**config.mk**
```make
export PLATFORM = sky130hd
export DESIGN_NAME = dm_access_ctrl
export DESIGN_NICKNAME = d
export VERILOG_FILES = /design/src/rtl/dm_access_ctrl.sv
export SDC_FILE = /design/constraint.sdc
export NUM_CORES = 1
export LEC_CHECK = 0
export BUFFER_PORTS_ARGS = -buffer_cell sky130_fd_sc_hd__buf_2
export CORE_ASPECT_RATIO = 1.4
export CORE_UTILIZATION = 30
export DETAILED_ROUTE_END_ITERATION = 12
export SYNTH_ARGS = -nofsm -noshare
export SYNTH_HDL_FRONTEND = slang
export SYNTH_SLANG_ARGS = --single-unit
```
**constraint.sdc**
```tcl
create_clock -name clk -period 2.2 [get_ports clk]
set_input_delay 0.55 -clock clk [delete_from_list [all_inputs] [get_ports clk]]
set_output_delay 0.55 -clock clk [all_outputs]
set_load 0.005 [all_outputs]
```
**src/rtl/dm_access_ctrl.sv**
```systemverilog
// -----------------------------------------------------------------------------
// dm_access_ctrl
//
// Sequences one data-memory access (load, store or jalr) at a time between the
// pipeline and a memory port that may answer after a variable delay. It latches
// the request, holds it on the memory port until mem_ack arrives, captures load
// data for writeback, and gives up after TIMEOUT request cycles with no answer.
//
// Handshake: mem_req is held high for every cycle spent in REQ, and mem_we,
// mem_addr and mem_wdata do not change while it is high. The access completes
// on the first rising edge where mem_req=1 and mem_ack=1. mem_ack seen with
// mem_req=0 has no effect. On the pipeline side, a request is DM_en=1 seen in
// IDLE, and stall=1 tells the pipeline to hold that instruction until the
// access has finished.
//
// Ports
//   clk        in   1   rising-edge clock
//   rst        in   1   synchronous, active-high reset
//   DM_en      in   1   access request from the decoder
//   DM_write   in   1   1 = store, 0 = load (qualified by DM_en)
//   addr       in  32   byte address from the ALU
//   wdata      in  32   store data
//   mem_req    out  1   memory request, high while in REQ
//   mem_we     out  1   latched write enable
//   mem_addr   out 32   latched address
//   mem_wdata  out 32   latched store data
//   mem_ack    in   1   memory completion strobe
//   mem_rdata  in  32   read data, valid with mem_ack
//   rdata      out 32   captured load data for writeback
//   stall      out  1   pipeline freeze while an access is outstanding
//   timeout    out  1   one-cycle pulse, in DONE, for an aborted access
//   dbg_state  out  2   current FSM state (0 IDLE, 1 REQ, 2 DONE)
// -----------------------------------------------------------------------------
module dm_access_ctrl #(
   parameter int unsigned TIMEOUT = 16   // REQ cycles before abort, 2..255
) (
   input  logic        clk,
   input  logic        rst,
   input  logic        DM_en,
   input  logic        DM_write,
   input  logic [31:0] addr,
   input  logic [31:0] wdata,
   output logic        mem_req,
   output logic        mem_we,
   output logic [31:0] mem_addr,
   output logic [31:0] mem_wdata,
   input  logic        mem_ack,
   input  logic [31:0] mem_rdata,
   output logic [31:0] rdata,
   output logic        stall,
   output logic        timeout,
   output logic [1:0]  dbg_state
);

   typedef enum logic [1:0] {
      ST_IDLE = 2'd0,
      ST_REQ  = 2'd1,
      ST_DONE = 2'd2
   } state_t;

   // The counter holds the number of REQ cycles already spent, so the wait
   // has run out when it reaches TIMEOUT-1 in the current REQ cycle.
   localparam logic [7:0] LP_CNT_LAST = 8'(TIMEOUT - 1);

   state_t      r_state;
   state_t      w_next;
   logic [7:0]  r_cnt;
   logic        r_mem_req;
   logic        r_mem_we;
   logic [31:0] r_mem_addr;
   logic [31:0] r_mem_wdata;
   logic [31:0] r_rdata;
   logic        r_timeout;

   logic        w_start;    // new access accepted this cycle
   logic        w_ack;      // memory answered this cycle
   logic        w_expire;   // last allowed REQ cycle passed with no answer

   // Next-state and control decode
   always_comb begin
      w_next   = r_state;
      w_start  = 1'b0;
      w_ack    = 1'b0;
      w_expire = 1'b0;
      case (r_state)
         ST_IDLE: begin
            if (DM_en) begin
               w_start = 1'b1;
               w_next  = ST_REQ;
            end
         end
         ST_REQ: begin
            // If the answer arrives in the last allowed cycle, the answer is
            // used and no timeout is flagged.
            if (mem_ack) begin
               w_ack  = 1'b1;
               w_next = ST_DONE;
            end else if (r_cnt == LP_CNT_LAST) begin
               w_expire = 1'b1;
               w_next   = ST_DONE;
            end
         end
         // DM_en seen here belongs to the instruction just serviced.
         ST_DONE: w_next = ST_IDLE;
         default: w_next = ST_IDLE;
      endcase
   end

   // State and datapath registers
   always_ff @(posedge clk) begin
      if (rst) begin
         r_state     <= ST_IDLE;
         r_cnt       <= 8'd0;
         r_mem_req   <= 1'b0;
         r_mem_we    <= 1'b0;
         r_mem_addr  <= 32'd0;
         r_mem_wdata <= 32'd0;
         r_rdata     <= 32'd0;
         r_timeout   <= 1'b0;
      end else begin
         r_state   <= w_next;
         r_mem_req <= (w_next == ST_REQ);
         r_timeout <= w_expire;

         if (w_start) begin
            r_mem_we    <= DM_write;
            r_mem_addr  <= addr;
            r_mem_wdata <= wdata;
            r_cnt       <= 8'd0;
         end

         if (r_state == ST_REQ && !mem_ack) begin
            r_cnt <= r_cnt + 8'd1;
         end

         // Stores leave the previous load result in place.
         if (w_ack && !r_mem_we) begin
            r_rdata <= mem_rdata;
         end else if (w_expire && !r_mem_we) begin
            r_rdata <= 32'd0;
         end
      end
   end

   // Combinational so the pipeline freezes in the same cycle the request is
   // seen; this also holds during reset while the state is IDLE.
   assign stall = ((r_state == ST_IDLE) && DM_en) || (r_state == ST_REQ);

   assign mem_req   = r_mem_req;
   assign mem_we    = r_mem_we;
   assign mem_addr  = r_mem_addr;
   assign mem_wdata = r_mem_wdata;
   assign rdata     = r_rdata;
   assign timeout   = r_timeout;
   assign dbg_state = r_state;

endmodule

```
==> run_summary.xml, run 1 <==
<?xml version="1.0" encoding="UTF-8"?>
<metrics>
  <group name="sta">
    <metric name="tns" unit="ns">0</metric>
    <metric name="hold_violations" unit="">0</metric>
    <metric name="finalClockSkew" unit="ns">0.00689</metric>
    <metric name="setup_viol" unit="">0</metric>
    <metric name="worst_slew_margin_rel" unit="">0.720</metric>
    <metric name="max_clk_rate" unit="MHz">574</metric>
    <metric name="period_share" unit="">0.792</metric>
    <metric name="min_period" unit="ns">1.74</metric>
    <metric name="unrepaired_setup_endpoints_after_global_routing" unit="">no</metric>
    <metric name="final.hold.worst_slack" unit="ns">0.436</metric>
    <metric name="slew_violations" unit="">0</metric>
    <metric name="worst-slew-pin-transition" unit="ns">0.420</metric>
  </group>
  <group name="floorplan">
    <metric name="die_height" unit="um">140</metric>
    <metric name="die_area" unit="um^2">14000</metric>
    <metric name="core" unit="um^2">13300</metric>
    <metric name="placement_rows" unit="">50</metric>
    <metric name="floorplan.initialDensity" unit="">0.305</metric>
    <metric name="floorplan.io_pins" unit="">203</metric>
    <metric name="die_x" unit="um">100</metric>
  </group>
  <group name="power">
    <metric name="vdd.ir_drop.worst" unit="V">0.000319</metric>
    <metric name="power_density" unit="nW/um^2">763</metric>
    <metric name="p_leak" unit="nW">2.42</metric>
  </group>
  <group name="clocking">
    <metric name="cts-root-to-sink-buffers" unit="">2</metric>
    <metric name="tritoncts_clock_tree" unit="">done</metric>
    <metric name="clkSinkCount" unit="">109</metric>
    <metric name="cts-htree-levels" unit="">3</metric>
    <metric name="cts_root_buf" unit="">sky130_fd_sc_hd__clkbuf_16</metric>
    <metric name="ctsHoldBuffers" unit="">0</metric>
    <metric name="post-cts-setup-buffers" unit="">0</metric>
    <metric name="cts.clk_slew.worst_paths" unit="ns">0.07</metric>
    <metric name="post_cts_resized" unit="">0</metric>
    <metric name="worstSkewPairLatency" unit="ns">0.35</metric>
    <metric name="cts_inserted_buffers" unit="">9</metric>
  </group>
  <group name="critical_path">
    <metric name="critPathMaxFanout" unit="">11</metric>
    <metric name="required" unit="ns">2.43</metric>
    <metric name="worst-endpoint-arrival" unit="ns">1.97</metric>
    <metric name="critical_path_class" unit="">flip-flop to flip-flop</metric>
    <metric name="endpoint_kind" unit="">flip-flop</metric>
    <metric name="max_stage_delay" unit="ns">0.48</metric>
    <metric name="critPathTopFamily" unit="">simple AND/OR/NAND/NOR gates</metric>
    <metric name="critPathBufInv" unit="">0</metric>
    <metric name="cp_slowest_cell" unit="">sky130_fd_sc_hd__or3b_4</metric>
    <metric name="critPathLaunchType" unit="">flip-flop</metric>
    <metric name="worstPathCellList" unit="">or3b_4 -&gt; nor4_1 -&gt; mux2_2</metric>
  </group>
  <group name="global_routing">
    <metric name="grt.met2_usage" unit="">0.299</metric>
    <metric name="top_usage_layer" unit="">met2</metric>
    <metric name="antenna_found_initial" unit="">0</metric>
    <metric name="global_route.usage.total" unit="">0.158</metric>
    <metric name="grt_max_degree" unit="">65</metric>
    <metric name="globalRouteOverflowTotal" unit="">0</metric>
    <metric name="number_of_global_route_vias_before_repair" unit="">4077</metric>
    <metric name="grt.met1_usage" unit="">0.164</metric>
    <metric name="grt_use_met3" unit="">0.0296</metric>
    <metric name="grt_first_pass_wirelength" unit="um">18100</metric>
  </group>
  <group name="synthesis">
    <metric name="synthDistinctLibCells" unit="">27</metric>
    <metric name="post_synth.cell_area_avg" unit="um^2">8.29</metric>
    <metric name="synth-xor-area-share" unit="">0</metric>
    <metric name="simple_gate_share_of_the_synthesized_area" unit="">0.197</metric>
    <metric name="postSynthRegisterBits" unit="">109</metric>
    <metric name="synth.area.mux_share" unit="">0.00277</metric>
    <metric name="yosys.area_share.adder" unit="">0.00308</metric>
    <metric name="synth_sequential_area_ratio" unit="">0.536</metric>
    <metric name="yosysWarnings" unit="">0</metric>
    <metric name="syn-instance-count" unit="">491</metric>
    <metric name="fraction_of_the_mapped_netlist_area_in_compound_gates" unit="">0.215</metric>
    <metric name="synth_top_family_by_area" unit="">compound AO/OA/AOI/OAI gates</metric>
    <metric name="synthesis.area" unit="um^2">4070</metric>
    <metric name="mappedNetlistNets" unit="">593</metric>
  </group>
  <group name="placement">
    <metric name="port_buffers" unit="">202</metric>
    <metric name="post_dp_cell_area" unit="um^2">5260</metric>
    <metric name="place.detailed.hpwl" unit="um">7780</metric>
    <metric name="globalplace.congestion" unit="">0.734</metric>
  </group>
  <group name="route">
    <metric name="route.detailed.vias_per_inst" unit="">4.80</metric>
    <metric name="detail_route.first_pass.iterations" unit="">4</metric>
    <metric name="routedWlPerCell" unit="um">12.9</metric>
    <metric name="drtAntennaViolNets" unit="">0</metric>
    <metric name="drt_wl_total" unit="um">11100</metric>
    <metric name="drt_drc_violations_left" unit="">0</metric>
    <metric name="drt_first_iter_violations" unit="">121</metric>
    <metric name="via_count" unit="">4119</metric>
  </group>
  <group name="flow_run">
    <metric name="number_of_maximum_capacitance_constraint_violations" unit="">0</metric>
  </group>
  <group name="min_path">
    <metric name="holdCritPathClass" unit="">input pin to flip-flop</metric>
  </group>
  <group name="final_layout">
    <metric name="fillCellCount" unit="">1379</metric>
    <metric name="drive_gt1_frac" unit="">0.350</metric>
    <metric name="ant_diodes" unit="">0</metric>
    <metric name="finish.net_count" unit="">774</metric>
    <metric name="area_growth_syn_to_layout" unit="%">36.4</metric>
    <metric name="fin_area" unit="um^2">5550</metric>
  </group>
  <group name="run_status">
    <metric name="run_status" unit="">finished, final reports clean</metric>
  </group>
</metrics>
==> cells in the final DEF (no fill, tap or decap), drive strengths merged, types with 3 or more instances in the layout <==
cell type / n
clkinv: 4
a311oi: 34
nor2: 3
buf: 212
nor3b: 4
a21oi: 102
or4: 3
nand3: 6
nand2: 168
dfxtp: 109
clkbuf: 10
==> cell families after synthesis <==
family | count (synthesis)
AOI/OAI and AO/OA | 145
and+or+nand+nor | 193
muxes | 1
DFF | 109
adders and majority gates | 1
buffers and inverters | 42
==> report_power, final <==
part,internal (mW),switching [mW],leakage (nW)
Combinational,0.244,0.304,1.39
Clock,0.808,0.749,0.139
Sequential,2.07,0.0542,0.891
Total,3.13,1.11,2.42
==> worst paths after layout <==
kind / from / end / slack [ns] / cells after the start
max: dbg_state[0] / r_cnt[7] / 0.46 / 3
min: wdata[14] / mem_wdata[14] / 0.44 / 3
max reg2reg: dbg_state[0] / r_cnt[7] / 0.46 / 3
min reg2reg: mem_addr[5] / mem_addr[5] / 0.45 / 2
==> final cells by class <==
cell class | instances | area, um^2 | share of cell area
Sequential cell | 109 | 2180 | 0.393
Multi-Input combinational cell | 340 | 1710 | 0.309
Timing Repair Buffer | 212 | 1140 | 0.205
Clock buffer | 10 | 239 | 0.0431
Tap cell | 182 | 228 | 0.0410
Clock inverter | 6 | 47.5 | 0.00857
==> metrics by stage <==
stage / power (mW) / worst slack [ns] / utilization / cells
floorplan: 2.45 / 0.407 / - / 491
global placement: 2.71 / 0.292 / 0.395 / 843
detailed placement: 2.73 / 0.274 / 0.395 / 843
CTS: 4.31 / 0.446 / 0.416 / 859
global route: 4.45 / 0.341 / 0.416 / 859
finish: 4.23 / 0.459 / 0.416 / 859
==> cell usage after synthesis, drive strengths merged <==
library cell,n,share of area
and4bb,2,0.0061
a21oi,102,0.13
clkbuf,25,0.023
nand2b,2,0.0031
or3b,2,0.0049
nor4,2,0.0031
dfxtp,109,0.54
nor2,3,0.0028
nand3,6,0.0074
or3,1,0.0018
or4,3,0.0055
ha,1,0.0031
nand2,168,0.15
o21ai,1,0.0012
o311ai,1,0.0022
a41oi,1,0.0022
a31oi,1,0.0015
a211oi,2,0.0037
nor3b,4,0.0074
buf,17,0.023
o21bai,1,0.0018
o211ai,2,0.0037
mux2,1,0.0028
a311oi,34,0.073
==> per-layer routing <==
| metal | routed length (um) | share of wire |
|---|---|---|
| met5 | 0 | 0 |
| met4 | 218 | 0.020 |
| met3 | 609 | 0.055 |
| met2 | 5710 | 0.52 |
| met1 | 4530 | 0.41 |
==> flip-flops by register name, indices dropped and copies added (netlist names) <==
name,count
mem_addr,32
mem_wdata,32
rdata,32
r_cnt,8
dbg_state,2
mem_req,1
mem_we,1
timeout,1
==> tightest hold or removal path, stage by stage <==
cell,delay (ns)
sky130_fd_sc_hd__buf_2,0.10
sky130_fd_sc_hd__nand2_1,0.04
sky130_fd_sc_hd__a21oi_1,0.05
Power figures use the tool's default switching activity.
==> run 2: changes to the inputs <==
==> constraint.sdc (replaced) <==
create_clock -name clk -period 1.8 [get_ports clk]
set_input_delay 0.45 -clock clk [delete_from_list [all_inputs] [get_ports clk]]
set_output_delay 0.45 -clock clk [all_outputs]
set_load 0.005 [all_outputs]
==> run_summary.xml, run 2 (synthesis gave the netlist of run 1 again) <==
<?xml version="1.0" encoding="UTF-8"?>
<metrics>
  <group name="sta">
    <metric name="finalClockSkew" unit="ns">0.00886</metric>
    <metric name="unrepaired_setup_endpoints_after_global_routing" unit="">no</metric>
    <metric name="hold_violations" unit="">0</metric>
    <metric name="tns" unit="ns">0</metric>
    <metric name="max_clk_rate" unit="MHz">594</metric>
    <metric name="min_period" unit="ns">1.68</metric>
    <metric name="period_share" unit="">0.936</metric>
    <metric name="worst_slew_margin_rel" unit="">0.782</metric>
    <metric name="slew_violations" unit="">0</metric>
    <metric name="setup_viol" unit="">0</metric>
    <metric name="worst-slew-pin-transition" unit="ns">0.323</metric>
  </group>
  <group name="placement">
    <metric name="globalplace.congestion" unit="">0.727</metric>
    <metric name="place.detailed.hpwl" unit="um">7980</metric>
    <metric name="port_buffers" unit="">202</metric>
  </group>
  <group name="clocking">
    <metric name="clkSinkCount" unit="">109</metric>
    <metric name="cts-root-to-sink-buffers" unit="">2</metric>
    <metric name="post_cts_resized" unit="">0</metric>
    <metric name="post-cts-setup-buffers" unit="">0</metric>
    <metric name="cts_root_buf" unit="">sky130_fd_sc_hd__clkbuf_16</metric>
    <metric name="cts.clk_slew.worst_paths" unit="ns">0.07</metric>
    <metric name="ctsHoldBuffers" unit="">0</metric>
    <metric name="cts_inserted_buffers" unit="">9</metric>
    <metric name="tritoncts_clock_tree" unit="">done</metric>
    <metric name="cts-htree-levels" unit="">3</metric>
    <metric name="worstSkewPairLatency" unit="ns">0.34</metric>
  </group>
  <group name="floorplan">
    <metric name="floorplan.initialDensity" unit="">0.305</metric>
    <metric name="die_area" unit="um^2">14000</metric>
    <metric name="floorplan.io_pins" unit="">203</metric>
    <metric name="die_height" unit="um">140</metric>
    <metric name="core" unit="um^2">13300</metric>
    <metric name="placement_rows" unit="">50</metric>
    <metric name="die_x" unit="um">100</metric>
  </group>
  <group name="power">
    <metric name="total_power" unit="mW">5.20</metric>
    <metric name="vdd.ir_drop.worst" unit="V">0.000454</metric>
    <metric name="power_density" unit="nW/um^2">924</metric>
    <metric name="p_leak" unit="nW">2.47</metric>
  </group>
  <group name="critical_path">
    <metric name="critPathMaxFanout" unit="">25</metric>
    <metric name="reg2reg_slack" unit="ns">0.12</metric>
    <metric name="critPathLaunchType" unit="">flip-flop</metric>
    <metric name="required" unit="ns">2.02</metric>
    <metric name="endpoint_kind" unit="">flip-flop</metric>
    <metric name="critical_path_class" unit="">flip-flop to flip-flop</metric>
    <metric name="worst-endpoint-arrival" unit="ns">1.91</metric>
  </group>
  <group name="run_status">
    <metric name="run_status" unit="">finished, final reports clean</metric>
  </group>
  <group name="global_routing">
    <metric name="number_of_global_route_vias_before_repair" unit="">4026</metric>
    <metric name="global_route.usage.total" unit="">0.157</metric>
    <metric name="grt_max_degree" unit="">65</metric>
    <metric name="globalRouteOverflowTotal" unit="">0</metric>
    <metric name="grt_first_pass_wirelength" unit="um">17900</metric>
    <metric name="antenna_found_initial" unit="">0</metric>
  </group>
  <group name="route">
    <metric name="drt_first_iter_violations" unit="">133</metric>
    <metric name="drt_drc_violations_left" unit="">0</metric>
    <metric name="detail_route.first_pass.iterations" unit="">5</metric>
    <metric name="drt_wl_total" unit="um">11100</metric>
    <metric name="route.detailed.vias_per_inst" unit="">4.78</metric>
    <metric name="routedWlPerCell" unit="um">12.8</metric>
    <metric name="via_count" unit="">4150</metric>
    <metric name="drtAntennaViolNets" unit="">0</metric>
  </group>
  <group name="final_layout">
    <metric name="drive_gt1_frac" unit="">0.358</metric>
    <metric name="fillCellCount" unit="">1372</metric>
    <metric name="area_growth_syn_to_layout" unit="%">38.3</metric>
    <metric name="ant_diodes" unit="">0</metric>
    <metric name="most-common-layout-cells" unit="">sky130_fd_sc_hd__buf_2 (201), sky130_fd_sc_hd__nand2_1 (168), sky130_fd_sc_hd__dfxtp_1 (109)</metric>
    <metric name="finish.net_count" unit="">784</metric>
    <metric name="post-route-util" unit="">0.422</metric>
    <metric name="final_common_cell" unit="">sky130_fd_sc_hd__buf_2</metric>
  </group>
  <group name="flow_run">
    <metric name="number_of_maximum_capacitance_constraint_violations" unit="">0</metric>
  </group>
  <group name="min_path">
    <metric name="holdCritPathClass" unit="">input pin to flip-flop</metric>
  </group>
</metrics>
run 2: changes by cell type in the layout (fill, tap and decap cells not counted), sizes merged:
cell and delta:
buf +10, clkbuf +2, clkinv -1, clkinvlp -1
run 2: report_power, final:
group          switching, mW  internal, mW
logic                  0.383         0.316
registers             0.0615          2.54
clock network          0.880          1.02
run 2: metal layers:
metal | GRT usage | part of all wire
met5 | 0 | 0
met4 | 0.0496 | 0.012
met2 | 0.295 | 0.53
met1 | 0.169 | 0.40
met3 | 0.0367 | 0.058
run 2: layout make-up:
| cell class | count | area (um^2) | area share |
|---|---|---|---|
| clock inverters | 4 | 31.3 | 0.00556 |
| clock buffers | 12 | 256 | 0.0456 |
| repair buffers | 222 | 1210 | 0.216 |
| well taps | 182 | 228 | 0.0405 |
| multi-input cells | 340 | 1710 | 0.305 |
| flip-flops and latches | 109 | 2180 | 0.388 |
run 2: worst max-delay path: stages, from the launching register on:
cell,delay (ns)
sky130_fd_sc_hd__dfxtp_1,0.34
sky130_fd_sc_hd__buf_4,0.16
sky130_fd_sc_hd__or3b_2,0.61
sky130_fd_sc_hd__buf_4,0.27
sky130_fd_sc_hd__nand2_1,0.11
sky130_fd_sc_hd__a21oi_1,0.07
run 2: worst paths after layout:
check,start,end,depth (start not counted)
setup / recovery,dbg_state[1],mem_addr[7],5
hold / removal,wdata[26],mem_wdata[26],3
setup reg to reg,dbg_state[1],mem_addr[7],5
hold reg to reg,mem_addr[16],mem_addr[16],2
run 2: through the flow:
step | setup WS [ns] | instances | hold WS, ns | instance area (um^2)
2_1_floorplan | 0.0925 | 491 | 0.453 | 4070
3_3_place_gp | 0.0169 | 853 | 0.438 | 5340
3_5_place_dp | 0.0194 | 853 | 0.444 | 5340
4_1_cts | 0.101 | 869 | 0.325 | 5630
5_1_grt | 0.0405 | 869 | 0.328 | 5630
6_report | 0.116 | 869 | 0.344 | 5630
